[src/rtl/ram_stream_tx_if.sv]
// Bundle between ram_stream_tx and its neighbours: the synchronous-read RAM
// port on one side and the AXI-stream toward the sorter on the other.
interface ram_stream_tx_if #(
  parameter int WIDTH   = 16,
  parameter int ADDRESS = 4
);
  logic               en1;
  logic [ADDRESS-1:0] addr1;
  logic [WIDTH-1:0]   r_data1;
  logic               tvalid;
  logic               tready;
  logic [WIDTH-1:0]   tdata;
  logic               tlast;

  modport master (
    output en1, addr1, tvalid, tdata, tlast,
    input  r_data1, tready
  );

  modport slave (
    input  en1, addr1, tvalid, tdata, tlast,
    output r_data1, tready
  );
endinterface

[src/rtl/ram_stream_tx.sv]
// Streams RAM words 0..len-1 out on AXI-stream through a 2-entry FIFO that
// hides the one-cycle RAM read latency while sustaining one word per cycle.
module ram_stream_tx #(
  parameter int WIDTH   = 16,
  parameter int ADDRESS = 4
) (
  input  logic               clk,
  input  logic               reset,
  input  logic               start,
  input  logic [ADDRESS:0]   length,
  output logic               busy,
  output logic               done,
  ram_stream_tx_if.master    bus
);

  localparam int RAM_DEPTH = 2 ** ADDRESS;
  localparam logic [ADDRESS:0] DEPTH_LEN = (ADDRESS + 1)'(RAM_DEPTH);
  localparam logic [ADDRESS:0] LEN_ONE   = (ADDRESS + 1)'(1);

  typedef enum logic [1:0] {
    IDLE = 2'd0,
    RUN  = 2'd1,
    DONE = 2'd2
  } state_t;

  state_t             state_r;
  state_t             state_s;
  logic [ADDRESS:0]   len_r;
  logic [ADDRESS:0]   rd_ptr_r;
  logic [ADDRESS:0]   len_sat_s;
  logic [ADDRESS-1:0] addr_r;
  logic               inflight_r;
  logic               inflight_last_r;
  logic               busy_r;
  logic               done_r;
  logic [1:0]         count_r;
  logic [WIDTH-1:0]   head_data_r;
  logic [WIDTH-1:0]   tail_data_r;
  logic               head_last_r;
  logic               tail_last_r;
  logic               pop_s;
  logic               push_s;
  logic               issue_s;
  logic               accept_s;
  logic [2:0]         occ_s;

  assign pop_s     = (count_r != 2'd0) && bus.tready;
  assign push_s    = inflight_r;
  // Occupancy the FIFO will have once this cycle's pop and pending push settle.
  assign occ_s     = {1'b0, count_r} + {2'b00, inflight_r} - {2'b00, pop_s};
  assign len_sat_s = (length > DEPTH_LEN) ? DEPTH_LEN : length;

  assign bus.en1    = issue_s;
  assign bus.addr1  = issue_s ? rd_ptr_r[ADDRESS-1:0] : addr_r;
  assign bus.tvalid = (count_r != 2'd0);
  assign bus.tdata  = head_data_r;
  assign bus.tlast  = head_last_r;
  assign busy       = busy_r;
  assign done       = done_r;

  // Next-state and read-issue decision.
  always_comb begin
    state_s  = state_r;
    issue_s  = 1'b0;
    accept_s = 1'b0;
    case (state_r)
      IDLE: begin
        if (start && (length != '0)) begin
          state_s  = RUN;
          accept_s = 1'b1;
        end else begin
          state_s = IDLE;
        end
      end
      RUN: begin
        issue_s = (rd_ptr_r < len_r) && (occ_s < 3'd2);
        if (pop_s && head_last_r) begin
          state_s = DONE;
        end else begin
          state_s = RUN;
        end
      end
      DONE:    state_s = IDLE;
      default: state_s = IDLE;
    endcase
  end

  // State register, read pointer and in-flight read tracking.
  always_ff @(posedge clk or negedge reset) begin
    if (!reset) begin
      state_r         <= IDLE;
      busy_r          <= 1'b0;
      done_r          <= 1'b0;
      len_r           <= '0;
      rd_ptr_r        <= '0;
      addr_r          <= '0;
      inflight_r      <= 1'b0;
      inflight_last_r <= 1'b0;
    end else begin
      state_r    <= state_s;
      busy_r     <= (state_s == RUN);
      done_r     <= (state_s == DONE);
      inflight_r <= issue_s;
      if (accept_s) begin
        len_r    <= len_sat_s;
        rd_ptr_r <= '0;
      end else if (issue_s) begin
        rd_ptr_r <= rd_ptr_r + LEN_ONE;
      end
      if (issue_s) begin
        addr_r          <= rd_ptr_r[ADDRESS-1:0];
        inflight_last_r <= (rd_ptr_r == (len_r - LEN_ONE));
      end
    end
  end

  // Two-entry FIFO; the head register drives the stream directly.
  always_ff @(posedge clk or negedge reset) begin
    if (!reset) begin
      count_r     <= 2'd0;
      head_data_r <= '0;
      tail_data_r <= '0;
      head_last_r <= 1'b0;
      tail_last_r <= 1'b0;
    end else begin
      case ({push_s, pop_s})
        2'b10: begin
          count_r <= count_r + 2'd1;
          if (count_r == 2'd0) begin
            head_data_r <= bus.r_data1;
            head_last_r <= inflight_last_r;
          end else begin
            tail_data_r <= bus.r_data1;
            tail_last_r <= inflight_last_r;
          end
        end
        2'b01: begin
          count_r <= count_r - 2'd1;
          if (count_r == 2'd2) begin
            head_data_r <= tail_data_r;
            head_last_r <= tail_last_r;
          end else begin
            // Emptied: drop the stale tag so tlast never shows without tvalid.
            head_last_r <= 1'b0;
          end
        end
        2'b11: begin
          if (count_r == 2'd1) begin
            head_data_r <= bus.r_data1;
            head_last_r <= inflight_last_r;
          end else begin
            head_data_r <= tail_data_r;
            head_last_r <= tail_last_r;
            tail_data_r <= bus.r_data1;
            tail_last_r <= inflight_last_r;
          end
        end
        default: begin
          count_r <= count_r;
        end
      endcase
    end
  end

endmodule

[src/flat_wrapper.sv]
// flat-port wrapper written by rule: the top's interface ports become plain ports
module ram_stream_tx_flat 
#(
  parameter int WIDTH   = 16,
  parameter int ADDRESS = 4
)
  (clk, reset, start, length, busy, done, bus_en1, bus_addr1, bus_tvalid, bus_tdata, bus_tlast, bus_r_data1, bus_tready);
  ram_stream_tx_if #(.WIDTH(WIDTH), .ADDRESS(ADDRESS)) bus_i ();
  input  logic clk;
  input  logic reset;
  input  logic start;
  input  logic [ADDRESS:0] length;
  output logic busy;
  output logic done;
  output wire logic [$bits(bus_i.en1)-1:0] bus_en1;
  output wire logic [$bits(bus_i.addr1)-1:0] bus_addr1;
  output wire logic [$bits(bus_i.tvalid)-1:0] bus_tvalid;
  output wire logic [$bits(bus_i.tdata)-1:0] bus_tdata;
  output wire logic [$bits(bus_i.tlast)-1:0] bus_tlast;
  input wire logic [$bits(bus_i.r_data1)-1:0] bus_r_data1;
  input wire logic [$bits(bus_i.tready)-1:0] bus_tready;
  assign bus_en1 = bus_i.en1;
  assign bus_addr1 = bus_i.addr1;
  assign bus_tvalid = bus_i.tvalid;
  assign bus_tdata = bus_i.tdata;
  assign bus_tlast = bus_i.tlast;
  assign bus_i.r_data1 = bus_r_data1;
  assign bus_i.tready = bus_tready;
  ram_stream_tx #(.WIDTH(WIDTH), .ADDRESS(ADDRESS)) u_core (.clk(clk), .reset(reset), .start(start), .length(length), .busy(busy), .done(done), .bus(bus_i));
endmodule
[config.mk]
export PLATFORM = sky130hd
export DESIGN_NAME = ram_stream_tx_flat
export DESIGN_NICKNAME = d
export VERILOG_FILES = /design/src/rtl/ram_stream_tx_if.sv /design/src/rtl/ram_stream_tx.sv /design/src/flat_wrapper.sv
export SDC_FILE = /design/constraint.sdc
export NUM_CORES = 1
export LEC_CHECK = 0
export BUFFER_PORTS_ARGS = -buffer_cell sky130_fd_sc_hd__clkbuf_2
export CAP_MARGIN = 20
export CORE_MARGIN = 4
export CORE_UTILIZATION = 25
export DETAILED_ROUTE_END_ITERATION = 8
export SYNTH_ARGS = -nofsm -noshare
export SYNTH_HDL_FRONTEND = slang
export SYNTH_SLANG_ARGS = --single-unit
[constraint.sdc]
create_clock -name clk -period 3.6 [get_ports clk]
set_input_delay 0.36 -clock clk [delete_from_list [all_inputs] [get_ports clk]]
set_output_delay 0.36 -clock clk [all_outputs]
set_load 0.01 [all_outputs]
# --- After elaboration in Yosys (flattened, before gate mapping) ---
# Cells that the tools add are included.
totals:
  mem_bits_ro: 0
  out_inout_bits: 25
  mem_bits_rw: 0
  latchBits: 0
  memories: 0
  register_bits: 56
  word_cells: 75
  in_bits: 25
op_classes:
  div_mod_pow: 0
  n_lt_le_gt_ge: 3
  n_shift: 0
  n_eq_ne: 13
  muxes: 25
  reduce_logical: 15
  n_addsub: 6
  n_bitwise: 0
  mul: 0
ops:
  columns: ["cell", "n"]
  rows:
  - ["two-way mux 16 bit", 5]
  - ["case mux 16 bit (3 select lines)", 1]
  - ["case mux 16 bit (2 select lines)", 1]
  - ["two-way mux 5 bit", 3]
  - ["two-way mux 1 bit", 9]
  - ["== test 2 x 1 -> 1 bit (second input constant)", 4]
  - ["== test 2 bit (second input constant)", 4]
  - ["case mux 2 bit (2 select lines)", 2]
  - ["nonzero test 2 bit", 4]
  - ["AND reduction 3 bit", 2]
  - ["adder 5 x 1 -> 5 bit (second input constant)", 1]
  - ["== test 5 bit", 1]
  - ["> comparator 5 bit (second input constant)", 1]
  - ["less-than comparator 5 bit", 1]
  - ["nonzero test 5 bit", 1]
  - ["subtractor 5 x 1 -> 5 bit (second input constant)", 1]
  - ["logical AND 1 bit", 4]
  - ["zero test 2 bit", 2]
  - ["two-way mux 4 bit", 1]
  - ["!= test 2 x 1 -> 1 bit (second input constant)", 2]
  - ["!= test 2 bit (second input constant)", 2]
  - ["adder 2 x 1 -> 3 bit", 1]
  - ["less-than comparator 3 x 2 -> 1 bit (second input constant)", 1]
  - ["case mux 1 bit (3 select lines)", 1]
  - ["7 further kinds", 7]

# --- Logic depth before layout (Yosys ltp) ---
# Gate-level depths: netlist of run 1.
depth:
  ltp_word: 8
  ltp_mapped: 10
  mapped_depth_nobuf: 10

# --- Worst setup path after synthesis of run 1 ---
# No wires, ideal clock.
synth_path:
  path_type: "register to output"
  startpoint: "reg u_core.count_r[1]"
  endpoint: "out bus_addr1[0]"
  path_slack_ns: 0.105
  stages_incl_launch_ff: 11
  t_required_ns: 3.240
  t_arrival_ns: 3.135
  path_cell_list: "dfrtp_1 > inv_1 > ha_1 > nor2b_1 > ha_1 > nand2b_1 > fa_1 > nand4bb_4 > a211o_4 > nor2_2 > mux2_2"
synth_between:
  elab_chain_cells: 7
  elab_cells_between_ends: 8
synth_lines:
  columns: ["item", "line", "source"]
  rows:
  - ["from (decl)", "ram_stream_tx.sv:36", "logic [1:0] count_r;"]
  - ["from (signal assigned)", "ram_stream_tx.sv:128", "count_r <= count_r + 2'd1;"]
  - ["from (signal assigned)", "ram_stream_tx.sv:138", "count_r <= count_r - 2'd1;"]
  - ["from (signal assigned)", "ram_stream_tx.sv:159", "count_r <= count_r;"]
  - ["parallel branches: the longest is 2 deep, another holds adder 2 x 1 -> 3 bit", null, null]
  - ["subtractor 3 x 1 -> 3 bit *", "ram_stream_tx.sv:50", "assign occ_s = {1'b0, count_r} + {2'b00, inflight_r} - {2'b00, pop_s};"]
  - ["less-than comparator 3 x 2 -> 1 bit *", "ram_stream_tx.sv:76", "issue_s = (rd_ptr_r < len_r) && (occ_s < 3'd2);"]
  - ["logical AND 1 bit *", "ram_stream_tx.sv:76", null]
  - ["two-way mux 1 bit *", "ram_stream_tx.sv:66", "case (state_r)"]
  - ["net bus_en1", "flat_wrapper.sv:15", "output wire logic [$bits(bus_i.en1)-1:0] bus_en1;"]
  - ["two-way mux 4 bit *", "ram_stream_tx.sv:54", "assign bus.addr1 = issue_s ? rd_ptr_r[ADDRESS-1:0] : addr_r;"]
  - ["to (decl)", "flat_wrapper.sv:16", "output wire logic [$bits(bus_i.addr1)-1:0] bus_addr1;"]
# Mark *: on every way through the listed nets, which the timed path passes.

# --- Final worst setup path of run 1 ---
layout_path:
  startpoint: "reg u_core.count_r[1]"
  endpoint: "out bus_addr1[0]"
layout_between:
  elab_chain_cells: 7
  elab_cells_between_ends: 8
layout_lines:
  columns: ["item", "line"]
  rows:
  - ["parallel branches: the longest is 2 deep, another holds adder 2 x 1 -> 3 bit", null]
  - ["subtractor 3 x 1 -> 3 bit *", "ram_stream_tx.sv:50"]
  - ["less-than comparator 3 x 2 -> 1 bit *", "ram_stream_tx.sv:76"]
  - ["logical AND 1 bit *", "ram_stream_tx.sv:76"]
  - ["two-way mux 1 bit *", "ram_stream_tx.sv:66"]
  - ["two-way mux 4 bit *", "ram_stream_tx.sv:54"]
# Mark *: on every way between the ends.

==> key figures, run 1 <==
STA
  • Final cycle utilization of the critical path: 0.982
  • Clock skew after layout: around 0.014 ns
  • Slew headroom: 0.324
  • Minimum clock period: about 3.5 ns
  • Final setup viols: 0
  • Worst-Margin Slew: 1.01 ns
  • Final hold violation count: 0
  • Worst hold margin: slightly below 0.3 ns
  • Max Slew Vio Count: 0
  • Peak Freq: about 0.28 GHz

Critical path
  • End point of the critical path: bus_addr1[0]
  • CP Class: flop to output pin
  • FF-to-FF setup slack: around 0.59 ns
  • R2R depth: 11
  • Critical Path RT: between 3 and 4 ns
  • CP Data Arrival Time: 3.18 ns
  • RR Startpoint: u_core.count_r[1]$_DFFE_PN0N_
  • CP Capture Type: output pin
  • Reg-to-reg critical path endpoint: u_core.rd_ptr_r[3]$_DFFE_PN0P_
  • CP startpoint kind: flop
  • Critical path origin: u_core.count_r[1]$_DFFE_PN0N_
  • Peak fanout along the critical path: 6

Pwr
  • P_sw: ~1.2 mW
  • Switching share of power: 0.395
  • Power Internal: about 1.8 mW
  • Leak: around 1.6 nW
  • Overall power: 2.97 mW
  • Clock Power Share: 0.112
  • Sequential Power Share: 0.361
  • Combinational power share: 0.527
  • PD cells: approximately 870 nW/µm²
  • Peak VDD IR: 0.273 mV

Logic synthesis
  • Number of synthesized flops with an enable pin: 0
  • Synthesized area: around 2700 µm²
  • FF+latch count, synth: between 50 and 60
  • Netlist cell types: 40
  • Most frequent cell after synthesis: dfrtp_1
  • Top-area cell type share of the netlist area: 0.514
  • Synthesized Nets: 280
  • Area contributors post-synth: dfrtp_1 (51%), mux2_2 (9.1%), ha_1 (6.4%), a22oi_1 (4.4%), a21oi_1 (3.7%)
  • Number of synthesis warnings: 0
  • Syn_area_per_cell: around 11 µm²
  • Synth Flop Type: dfrtp_1
  • Seq/Total Area, Yosys: 0.514
  • Cell accounting for the most synthesized area: dfrtp_1
  • Gate Count Post-Synth: 240
  • Synth top cells by count: dfrtp_1 (56), mux2_2 (22), a21oi_1 (20), nor2_1 (18)
  • FFs w/ async S/R, synth: 1.00

Clock network
  • Clk Tree Root Cell: clkbuf_8
  • Cts bufs inserted: 5
  • CTS tree: yes
  • Maximum level of the CTS H-tree: 2
  • Clock Latency Late Sink: a little over 0.3 ns
  • Clock sinks: 56
  • CTS max path bufs: 2
  • Clock slew at the register clock pins of the worst setup and hold paths: 0.10 ns

Min path
  • Hold Crit Class: input pin to flop
  • Hold Path Stages: 3

Floorplan
  • Area of the core: about 10000 µm²
  • Num rows: 37
  • Die X: ~110 µm
  • DIE HEIGHT: ~110 µm
  • I/O pin cnt: 50
  • Full die area: around 13000 µm²
  • Initial Util: 0.261

Global route
  • First-pass GRT wire length: between 9000 and 10000 µm
  • Grt ovf: 0
  • Largest net degree at the start of global routing: 38
  • Vias in the first global route: between 2000 and 2500
  • Initial antenna violation count: 0
  • Total track usage: 0.0963

Detailed routing
  • # DRC: 0
  • Avg WL per Cell: 13.7 µm
  • DRT iter0 DRCs: between 90 and 100
  • Via count: ~2000
  • Vias per inst: about 4.6
  • Drt pass-1 iters: 4
  • Antenna-violating nets left: 0
  • WL final: about 6100 µm

Flow run
  • Max capacitance violation total: 0

Cells and area
  • # nets final: 346
  • Layout area overhead: 25.6%
  • Fraction of layout cells with a size suffix above 1: 0.346
  • FF+latch area: 1400 µm²
  • Non-filler instance count after layout: 442
  • Ant diodes: 0
  • Multi-input gate area: 1310 µm²
  • Fillers: about 1100

Placement
  • DP HPWL: ~4300 µm
  • Port Buf Inserts: between 40 and 50
  • Placed cells: between 400 and 500
  • GPL Wtd Cong: 0.774

Run status
  • Status: finished clean
==> power by group through the flow <==
stage | registers, mW | logic, mW | clock network (mW)
6_report | 1.07 | 1.56 | 0.332
5_1_grt | 1.11 | 1.73 | 0.375
4_1_cts | 1.07 | 1.47 | 0.351
3_5_place_dp | 1.09 | 1.40 | 0
3_3_place_gp | 1.07 | 1.39 | 0
2_1_floorplan | 1.11 | 0.925 | 0
==> cell type report <==
cell class,count,area share
Timing Repair Buffer,66,0.117
Clock buffer,6,0.0212
Inverter,16,0.0175
Tap cell,136,0.0497
Sequential cell,56,0.409
Multi-Input combinational cell,161,0.384
Clock inverter,1,0.00146
==> cells in the final DEF (no fill, tap or decap), types with 2 or more instances in the layout <==
cell,count
a211oi_1,2
a21o_1,2
a21oi_1,20
a22oi_1,16
a32o_1,2
buf_4,15
buf_6,2
clkbuf_2,47
clkbuf_8,5
dfrtp_1,56
ha_1,12
ha_4,2
inv_1,15
mux2_2,18
mux2_4,4
mux2i_1,2
nand2_1,8
nand3_1,9
nor2_1,18
nor3_1,4
nor3b_1,2
o211a_1,2
o21ai_0,8
o31a_1,2
o31ai_1,2
xnor2_1,6
xor2_1,2
==> timing repair <==
item / 4_1_cts / 5_1_grt
hold buffers: 0 / 1
buffers inserted: 3 / 4
endpoints found under the setup margin: 4 / 4
resized for setup: 6 / 10
pin swaps: 4 / 5
hold endpoints to repair: 0 / 9
==> worst min path at each step <==
stage                                     startpoint                                 to  slack, ns
after detailed placement  u_core.addr_r[2]$_DFF_PN0_         u_core.addr_r[2]$_DFF_PN0_       0.48
after CTS                                      reset        u_core.state_r[1]$_DFF_PN0_       0.21
after floorplan                                reset         u_core.addr_r[0]$_DFF_PN0_       0.06
after global routing                  bus_r_data1[6]  u_core.tail_data_r[6]$_DFFE_PN0P_       0.29
final                                      length[4]        u_core.len_r[4]$_DFFE_PN0P_       0.29
after global placement    u_core.addr_r[1]$_DFF_PN0_         u_core.addr_r[1]$_DFF_PN0_       0.48
==> state kept, by name, summed over array words and instances (netlist names) <==
name / cells
u_core.bus.tdata: 16
u_core.tail_data_r: 16
u_core.len_r: 5
u_core.rd_ptr_r: 5
u_core.addr_r: 4
u_core.count_r: 2
u_core.state_r: 2
u_core.bus.tlast: 1
u_core.busy: 1
u_core.done: 1
u_core.inflight_last_r: 1
u_core.inflight_r: 1
u_core.tail_last_r: 1
==> per-stage QoR <==
step / setup TNS [ns] / utilization / area [µm²] / setup WS, ns
3_5_place_dp: 0 / 0.305 / 3190 / 0.0843
5_1_grt: -0.155 / 0.327 / 3420 / -0.0452
6_report: 0 / 0.327 / 3420 / 0.0641
4_1_cts: 0 / 0.317 / 3310 / 0.00884
3_3_place_gp: 0 / 0.305 / 3190 / 0.157
2_1_floorplan: 0 / - / 2730 / 0.105
==> cell families (layout without fill, tap and decap cells) <==
logic type      count (synthesis)  in the layout  synth area share
flops                          56             56             0.514
xor+xnor                        8              8            0.0257
simple gates                   51             51            0.0991
compound gates                 63             63             0.159
buf+inv                        23             89            0.0326
mux                            24             24            0.0982
fa+ha+maj                      15             15            0.0716
==> critical path, cell delays in order, from the launching register on <==
cell and delay, ns:
dfrtp_1 0.36, inv_1 0.09, ha_4 0.18, nor2b_4 0.14, ha_4 0.21, nand2b_4 0.14, fa_1 0.58, nand4bb_4 0.13
a211o_4 0.34, nor2_4 0.23, mux2_4 0.35, buf_6 0.12
==> routing by layer <==
layer  up-vias  part of all wire  routed length (µm)  track usage
met5         -                 0                   0            0
met4         0             0.014                  84       0.0337
met3         4             0.042                 255       0.0232
met2        35              0.50                3020        0.159
met1      1003              0.45                2700        0.123
li1        993                 -                   -            -
No activity file was read; power rests on OpenSTA's default activity.
==> inputs of run 2 (changes only) <==
--- a/config.mk
+++ b/config.mk
@@ -9,6 +9,7 @@
 export CAP_MARGIN = 20
 export CORE_MARGIN = 4
 export CORE_UTILIZATION = 25
+export CTS_BUF_LIST = sky130_fd_sc_hd__clkbuf_8
 export DETAILED_ROUTE_END_ITERATION = 8
 export SYNTH_ARGS = -nofsm -noshare
 export SYNTH_HDL_FRONTEND = slang
==> key figures, run 2 (synthesis gave the netlist of run 1 again) <==
Run status
  • Status: finished clean

Min path
  • Hold Crit Class: input pin to flop

Placement
  • Placed cells: 426 (unchanged)
  • GPL Wtd Cong: 0.774 (unchanged)
  • Place WS: 0.0843 ns (unchanged)
  • Port Buf Inserts: 49 (unchanged)
  • DP HPWL: 4350 µm (unchanged)

Pwr
  • Leak: 1.58 nW (+0.26%)
  • Clock Power Share: 0.111 (about the same)
  • Combinational power share: 0.528 (about the same)
  • PD cells: 866 nW/µm² (about the same)
  • Power Internal: 1.79 mW (-0.16%)
  • Overall power: 2.96 mW (about the same)
  • Switching share of power: 0.395 (+0.000424)
  • Sequential Power Share: 0.361 (about the same)
  • Peak VDD IR: 0.273 mV (about the same)
  • P_sw: 1.17 mW (about the same)

Detailed routing
  • Via count: 2035 (unchanged)
  • DRT iter0 DRCs: 94 (unchanged)
  • Drt pass-1 iters: 4 (unchanged)
  • Avg WL per Cell: 13.7 µm (about the same)
  • Vias per inst: 4.60 (unchanged)
  • WL final: 6070 µm (about the same)
  • # DRC: 0 (unchanged)
  • Antenna-violating nets left: 0 (unchanged)

STA
  • Peak Freq: 0.283 GHz (about the same)
  • Worst-Margin Slew: 1.01 ns (unchanged)
  • Setup TNS: 0 ns (unchanged)
  • Clock skew after layout: 0.0143 ns (+0.000381 ns)
  • Minimum clock period: 3.54 ns (+0.000522 ns)
  • Final setup viols: 0 (unchanged)
  • Max Slew Vio Count: 0 (unchanged)
  • Final cycle utilization of the critical path: 0.982 (about the same)
  • Final hold violation count: 0 (unchanged)
  • Slew headroom: 0.324 (unchanged)
  • Final worst setup slack: 0.0636 ns (-0.000523 ns)

Clock network
  • Cts bufs inserted: 5 (unchanged)
  • Clock sinks: 56 (unchanged)
  • Maximum level of the CTS H-tree: 2 (unchanged)
  • Clock slew at the register clock pins of the worst setup and hold paths: 0.10 ns (about the same)
  • CTS max path bufs: 2 (unchanged)
  • CTS tree: yes
  • Clock Latency Late Sink: 0.31 ns (about the same)
  • Clk Tree Root Cell: clkbuf_8

Critical path
  • Peak fanout along the critical path: 6 (unchanged)
  • CP Data Arrival Time: 3.18 ns (about the same)
  • Critical path origin: u_core.count_r[1]$_DFFE_PN0N_
  • Critical-path top delay cell: fa_1
  • Count of buffer and inverter cells on the critical path: 2 (unchanged)
  • CP Depth: 11 (unchanged)
  • CP Class: flop to output pin
  • CP Capture Type: output pin
  • Most frequent CP cell: ha_4
  • Critical Path RT: 3.24 ns (about the same)
  • RR Startpoint: u_core.count_r[1]$_DFFE_PN0N_
  • CP startpoint kind: flop
  • Reg-to-reg critical path endpoint: u_core.rd_ptr_r[3]$_DFFE_PN0P_
  • R2R depth: 11 (unchanged)
  • Slowest Stage Delay on Critical Path: 0.58 ns (about the same)
  • Crit-path cells: inv_1 -> ha_4 -> nor2b_4 -> ha_4 -> nand2b_4 -> fa_1 -> nand4bb_4 -> a211o_4 -> nor2_4 -> mux2_4 -> buf_6
  • End point of the critical path: bus_addr1[0]
  • Cell family with most CP delay: adder cells
  • FF-to-FF setup slack: 0.59 ns (about the same)

Cells and area
  • Non-filler instance count after layout: 442 (unchanged)
  • Most frequent cells in the layout: dfrtp_1 (56), clkbuf_2 (47), a21oi_1 (20)
  • Most common cell after layout, fill and taps aside: dfrtp_1
  • Ant diodes: 0 (unchanged)
  • Fraction of layout cells with a size suffix above 1: 0.346 (unchanged)
  • Layout area overhead: 25.6% (unchanged)
  • # nets final: 346 (unchanged)
  • Fillers: 1079 (unchanged)

Flow run
  • Max capacitance violation total: 0 (unchanged)

Global route
  • Largest net degree at the start of global routing: 38 (unchanged)
  • First-pass GRT wire length: 9850 µm (unchanged)
  • Initial antenna violation count: 0 (unchanged)
  • Vias in the first global route: 2009 (unchanged)
  • Total track usage: 0.0963 (unchanged)
  • Grt ovf: 0 (unchanged)

Floorplan
  • Die X: 112 µm (unchanged)
  • DIE HEIGHT: 112 µm (unchanged)
  • Full die area: 12600 µm² (unchanged)
  • Num rows: 37 (unchanged)
  • Initial Util: 0.261 (unchanged)
  • Area of the core: 10500 µm² (unchanged)
  • I/O pin cnt: 50 (unchanged)
[run 2: worst reg2reg max path, delay by kind of cell (launching register included)]
family	cells	cell delay, ns
adders and majority gates	3	0.97
and+or+nand+nor	4	0.89
AOI/OAI and AO/OA	2	0.48
DFF	1	0.36
buffers and inverters	2	0.25
[run 2: per-stage QoR]
| step | cell area [µm²] | hold slack, ns | util |
|---|---|---|---|
| after global routing | 3420 | 0.287 | 0.327 |
| after floorplan | 2730 | 0.0644 | - |
| after CTS | 3310 | 0.213 | 0.317 |
| after global placement | 3190 | 0.484 | 0.305 |
| after detailed placement | 3190 | 0.485 | 0.305 |
| final | 3420 | 0.291 | 0.327 |
[run 2: what timing repair did]
action	4_1_cts	5_1_grt
hold endpoints to repair	0	9
setup endpoints to repair	4	4
hold buffers	0	1
pin swaps	4	5
setup buffers	3	4
gates resized for setup	6	10
gates cloned	0	0
[run 2: how the worst min path moves through the flow]
| stage | startpoint | endpoint | slack (ns) | cells past startpoint |
|---|---|---|---|---|
| 6_report | length[4] | u_core.len_r[4]$_DFFE_PN0P_ | 0.29 | 3 |
| 5_1_grt | bus_r_data1[6] | u_core.tail_data_r[6]$_DFFE_PN0P_ | 0.29 | 2 |
| 4_1_cts | reset | u_core.state_r[1]$_DFF_PN0_ | 0.21 | 1 |
| 3_5_place_dp | u_core.addr_r[2]$_DFF_PN0_ | u_core.addr_r[2]$_DFF_PN0_ | 0.48 | 1 |
| 3_3_place_gp | u_core.addr_r[1]$_DFF_PN0_ | u_core.addr_r[1]$_DFF_PN0_ | 0.48 | 1 |
| 2_1_floorplan | reset | u_core.addr_r[0]$_DFF_PN0_ | 0.06 | 0 |
[run 2: power by group through the flow]
stage / clock network [mW] / logic [mW] / registers (mW)
floorplan: 0 / 0.925 / 1.11
global placement: 0 / 1.39 / 1.07
detailed placement: 0 / 1.40 / 1.09
CTS: 0.348 / 1.47 / 1.07
global route: 0.372 / 1.73 / 1.11
finish: 0.329 / 1.56 / 1.07
[run 2: metal layers]
layer,share of wire,global-route usage
met1,0.45,0.123
met2,0.50,0.159
met3,0.042,0.0232
met4,0.014,0.0337
met5,0,0
[run 2: cell type report]
class                           count  area [µm²]  share of cell area
Clock buffer                        5        68.8              0.0201
Clock inverter                      2        8.76             0.00256
Multi-Input combinational cell    161        1310               0.384
Tap cell                          136         170              0.0497
Inverter                           16        60.1              0.0175
Timing Repair Buffer               66         400               0.117
Sequential cell                    56        1400               0.409
==> inputs of run 3 (changes only) <==
==> constraint.sdc (replaced) <==
create_clock -name clk -period 4 [get_ports clk]
set_input_delay 0.4 -clock clk [delete_from_list [all_inputs] [get_ports clk]]
set_output_delay 0.4 -clock clk [all_outputs]
set_load 0.01 [all_outputs]
==> key figures, run 3 (synthesis gave the netlist of run 1 again) <==
Run status
  • Status: finished clean

Pwr
  • PD cells: 774 nW/µm² (-11%)
  • Leak: 1.52 nW (-3.7%)
  • Peak VDD IR: 0.254 mV (-7.0%)

Detailed routing
  • Avg WL per Cell: 13.8 µm (+0.47%)
  • DRT iter0 DRCs: 94 (unchanged)
  • Antenna-violating nets left: 0 (unchanged)
  • Drt pass-1 iters: 4 (unchanged)
  • WL final: 6000 µm (-1.1%)
  • Via count: 2022 (-0.64%)
  • # DRC: 0 (unchanged)
  • Vias per inst: 4.65 (+0.96%)

Floorplan
  • I/O pin cnt: 50 (unchanged)
  • Area of the core: 10500 µm² (unchanged)
  • Die X: 112 µm (unchanged)
  • Full die area: 12600 µm² (unchanged)
  • Initial Util: 0.261 (unchanged)
  • DIE HEIGHT: 112 µm (unchanged)
  • Num rows: 37 (unchanged)

STA
  • Worst hold margin: 0.125 ns (-0.165 ns)
  • Final cycle utilization of the critical path: 0.950
  • Minimum clock period: between 3 and 4 ns
  • Setup TNS: 0 ns (unchanged)
  • Max Slew Vio Count: 0 (unchanged)
  • Slew headroom: 0.513 (+0.189)
  • Final hold violation count: 0 (unchanged)
  • Clock skew after layout: 0.00357 ns (-0.0107 ns)
  • Peak Freq: around 0.26 GHz
  • Worst-Margin Slew: 0.729 ns (-0.282 ns)
  • RSZ-0062 raised after global routing: no
  • Final setup viols: 0 (unchanged)

Cells and area
  • Non-filler instance count after layout: 435 (-1.6%)
  • Fraction of layout cells with a size suffix above 1: 0.324 (-0.0220)
  • Most common cell after layout, fill and taps aside: dfrtp_1
  • Post-layout instance area: 3300 µm² (-3.6%)
  • FF+latch area: 1400 µm² (about the same)
  • Layout area overhead: 21.0%
  • Multi-input gate area: 1260 µm² (-3.8%)
  • # nets final: 338 (-2.3%)
  • Fillers: 1115 (+3.3%)
  • Most frequent cells in the layout: dfrtp_1 (55), clkbuf_2 (49), mux2_2 (22)
  • Ant diodes: 0 (unchanged)

Critical path
  • Cell family with most CP delay: adder cells
  • CP Capture Type: output pin
  • CP Data Arrival Time: 3.40 ns (+0.22 ns)
  • Peak fanout along the critical path: 8 (+2)
  • Count of buffer and inverter cells on the critical path: 2 (unchanged)
  • CP startpoint kind: flop
  • Critical-path top delay cell: fa_1
  • Critical path origin: u_core.count_r[0]$_DFFE_PN0N_
  • Critical Path RT: 3.60 ns (+0.36 ns)
  • CP Class: flop to output pin
  • Slowest Stage Delay on Critical Path: 0.56 ns (-0.02 ns)
  • Crit-path cells: inv_1 -> ha_2 -> nor2b_2 -> ha_1 -> nand2b_1 -> fa_1 -> nand4bb_4 -> a211o_4 -> nor2_4 -> mux2_2 -> clkbuf_2
  • RR Startpoint: u_core.count_r[0]$_DFFE_PN0N_

Clock network
  • Clock Latency Late Sink: 0.30 ns (about the same)
  • Clk Tree Root Cell: clkbuf_8
  • CTS tree: yes
  • CTS Hold Bufs: 0 (unchanged)
  • CTS max path bufs: 2 (unchanged)
  • Clock sinks: 56 (unchanged)
  • Clock slew at the register clock pins of the worst setup and hold paths: 0.09 ns (about the same)
  • Maximum level of the CTS H-tree: 2 (unchanged)
  • Cts bufs inserted: 5 (unchanged)

Placement
  • Port Buf Inserts: 49 (unchanged)
  • Placed cells: 423 (-0.70%)
  • DP HPWL: 4310 µm (-0.89%)
  • Post-placement cell area: 3170 µm² (-0.71%)
  • GPL Wtd Cong: 0.799 (+3.2%)

Global route
  • Largest net degree at the start of global routing: 33 (-13%)
  • Grt ovf: 0 (unchanged)
  • First-pass GRT wire length: 10400 µm (+6.0%)
  • Initial antenna violation count: 0 (unchanged)
  • Vias in the first global route: 2078 (+3.4%)
  • Total track usage: 0.103 (+0.00674)

Min path
  • Hold Crit Class: input pin to asynchronous set/reset pin

Flow run
  • Max capacitance violation total: 0 (unchanged)
run 3: cell types whose count changed in the layout (fill, tap and decap cells not counted), moves of 2 or more:
cell      change
inv_1         +2
buf_6         -2
mux2_4        -4
mux2_2        +4
ha_4          -2
clkbuf_2      +2
buf_4         -6
run 3: per-layer routing:
| layer | vias up | GRT usage | routed length (µm) |
|---|---|---|---|
| met5 | - | 0 | 0 |
| li1 | 982 | - | - |
| met2 | 35 | 0.173 | 2920 |
| met4 | 0 | 0.0337 | 99 |
| met3 | 6 | 0.0237 | 228 |
| met1 | 999 | 0.131 | 2760 |
run 3: path summary, 6_finish.rpt:
path | to | slack, ns | cells past startpoint
min reg2reg | u_core.addr_r[1]$_DFF_PN0_ | 0.51 | 1
min | u_core.len_r[3]$_DFFE_PN0P_ | 0.13 | 1
min in group clk | u_core.len_r[4]$_DFFE_PN0P_ | 0.33 | 3
max in group asynchronous | u_core.tail_data_r[7]$_DFFE_PN0P_ | 3.00 | 2
max | bus_addr1[0] | 0.20 | 11
max reg2reg | u_core.addr_r[0]$_DFF_PN0_ | 0.92 | 10
run 3: cell type report:
type,count,share of cell area
multi-input combinational,161,0.383
clock inverter,2,0.00228
timing repair buffer,58,0.0948
sequential,56,0.425
inverter,16,0.0182
tap,136,0.0516
clock buffer,6,0.0250
run 3: report_power, final:
group	leakage (nW)	switching, mW	internal [mW]
sequential	0.685	0.146	0.818
clock	0.0538	0.176	0.137
combinational	0.784	0.690	0.587
total	1.52	1.01	1.54
run 3: metrics by stage:
stage	worst slack (ns)	total power, mW	util
floorplan	0.465	1.83	-
global placement	0.376	2.19	0.303
detailed placement	0.252	2.22	0.303
CTS	0.0178	2.56	0.312
global route	0.00725	2.81	0.315
finish	0.199	2.55	0.315
run 3: what timing repair did:
action	4_1_cts	5_1_grt
pin swaps	0	2
setup endpoints to repair	4	4
endpoints found under the hold margin	0	0
resized for setup	1	3
setup buffers	0	4
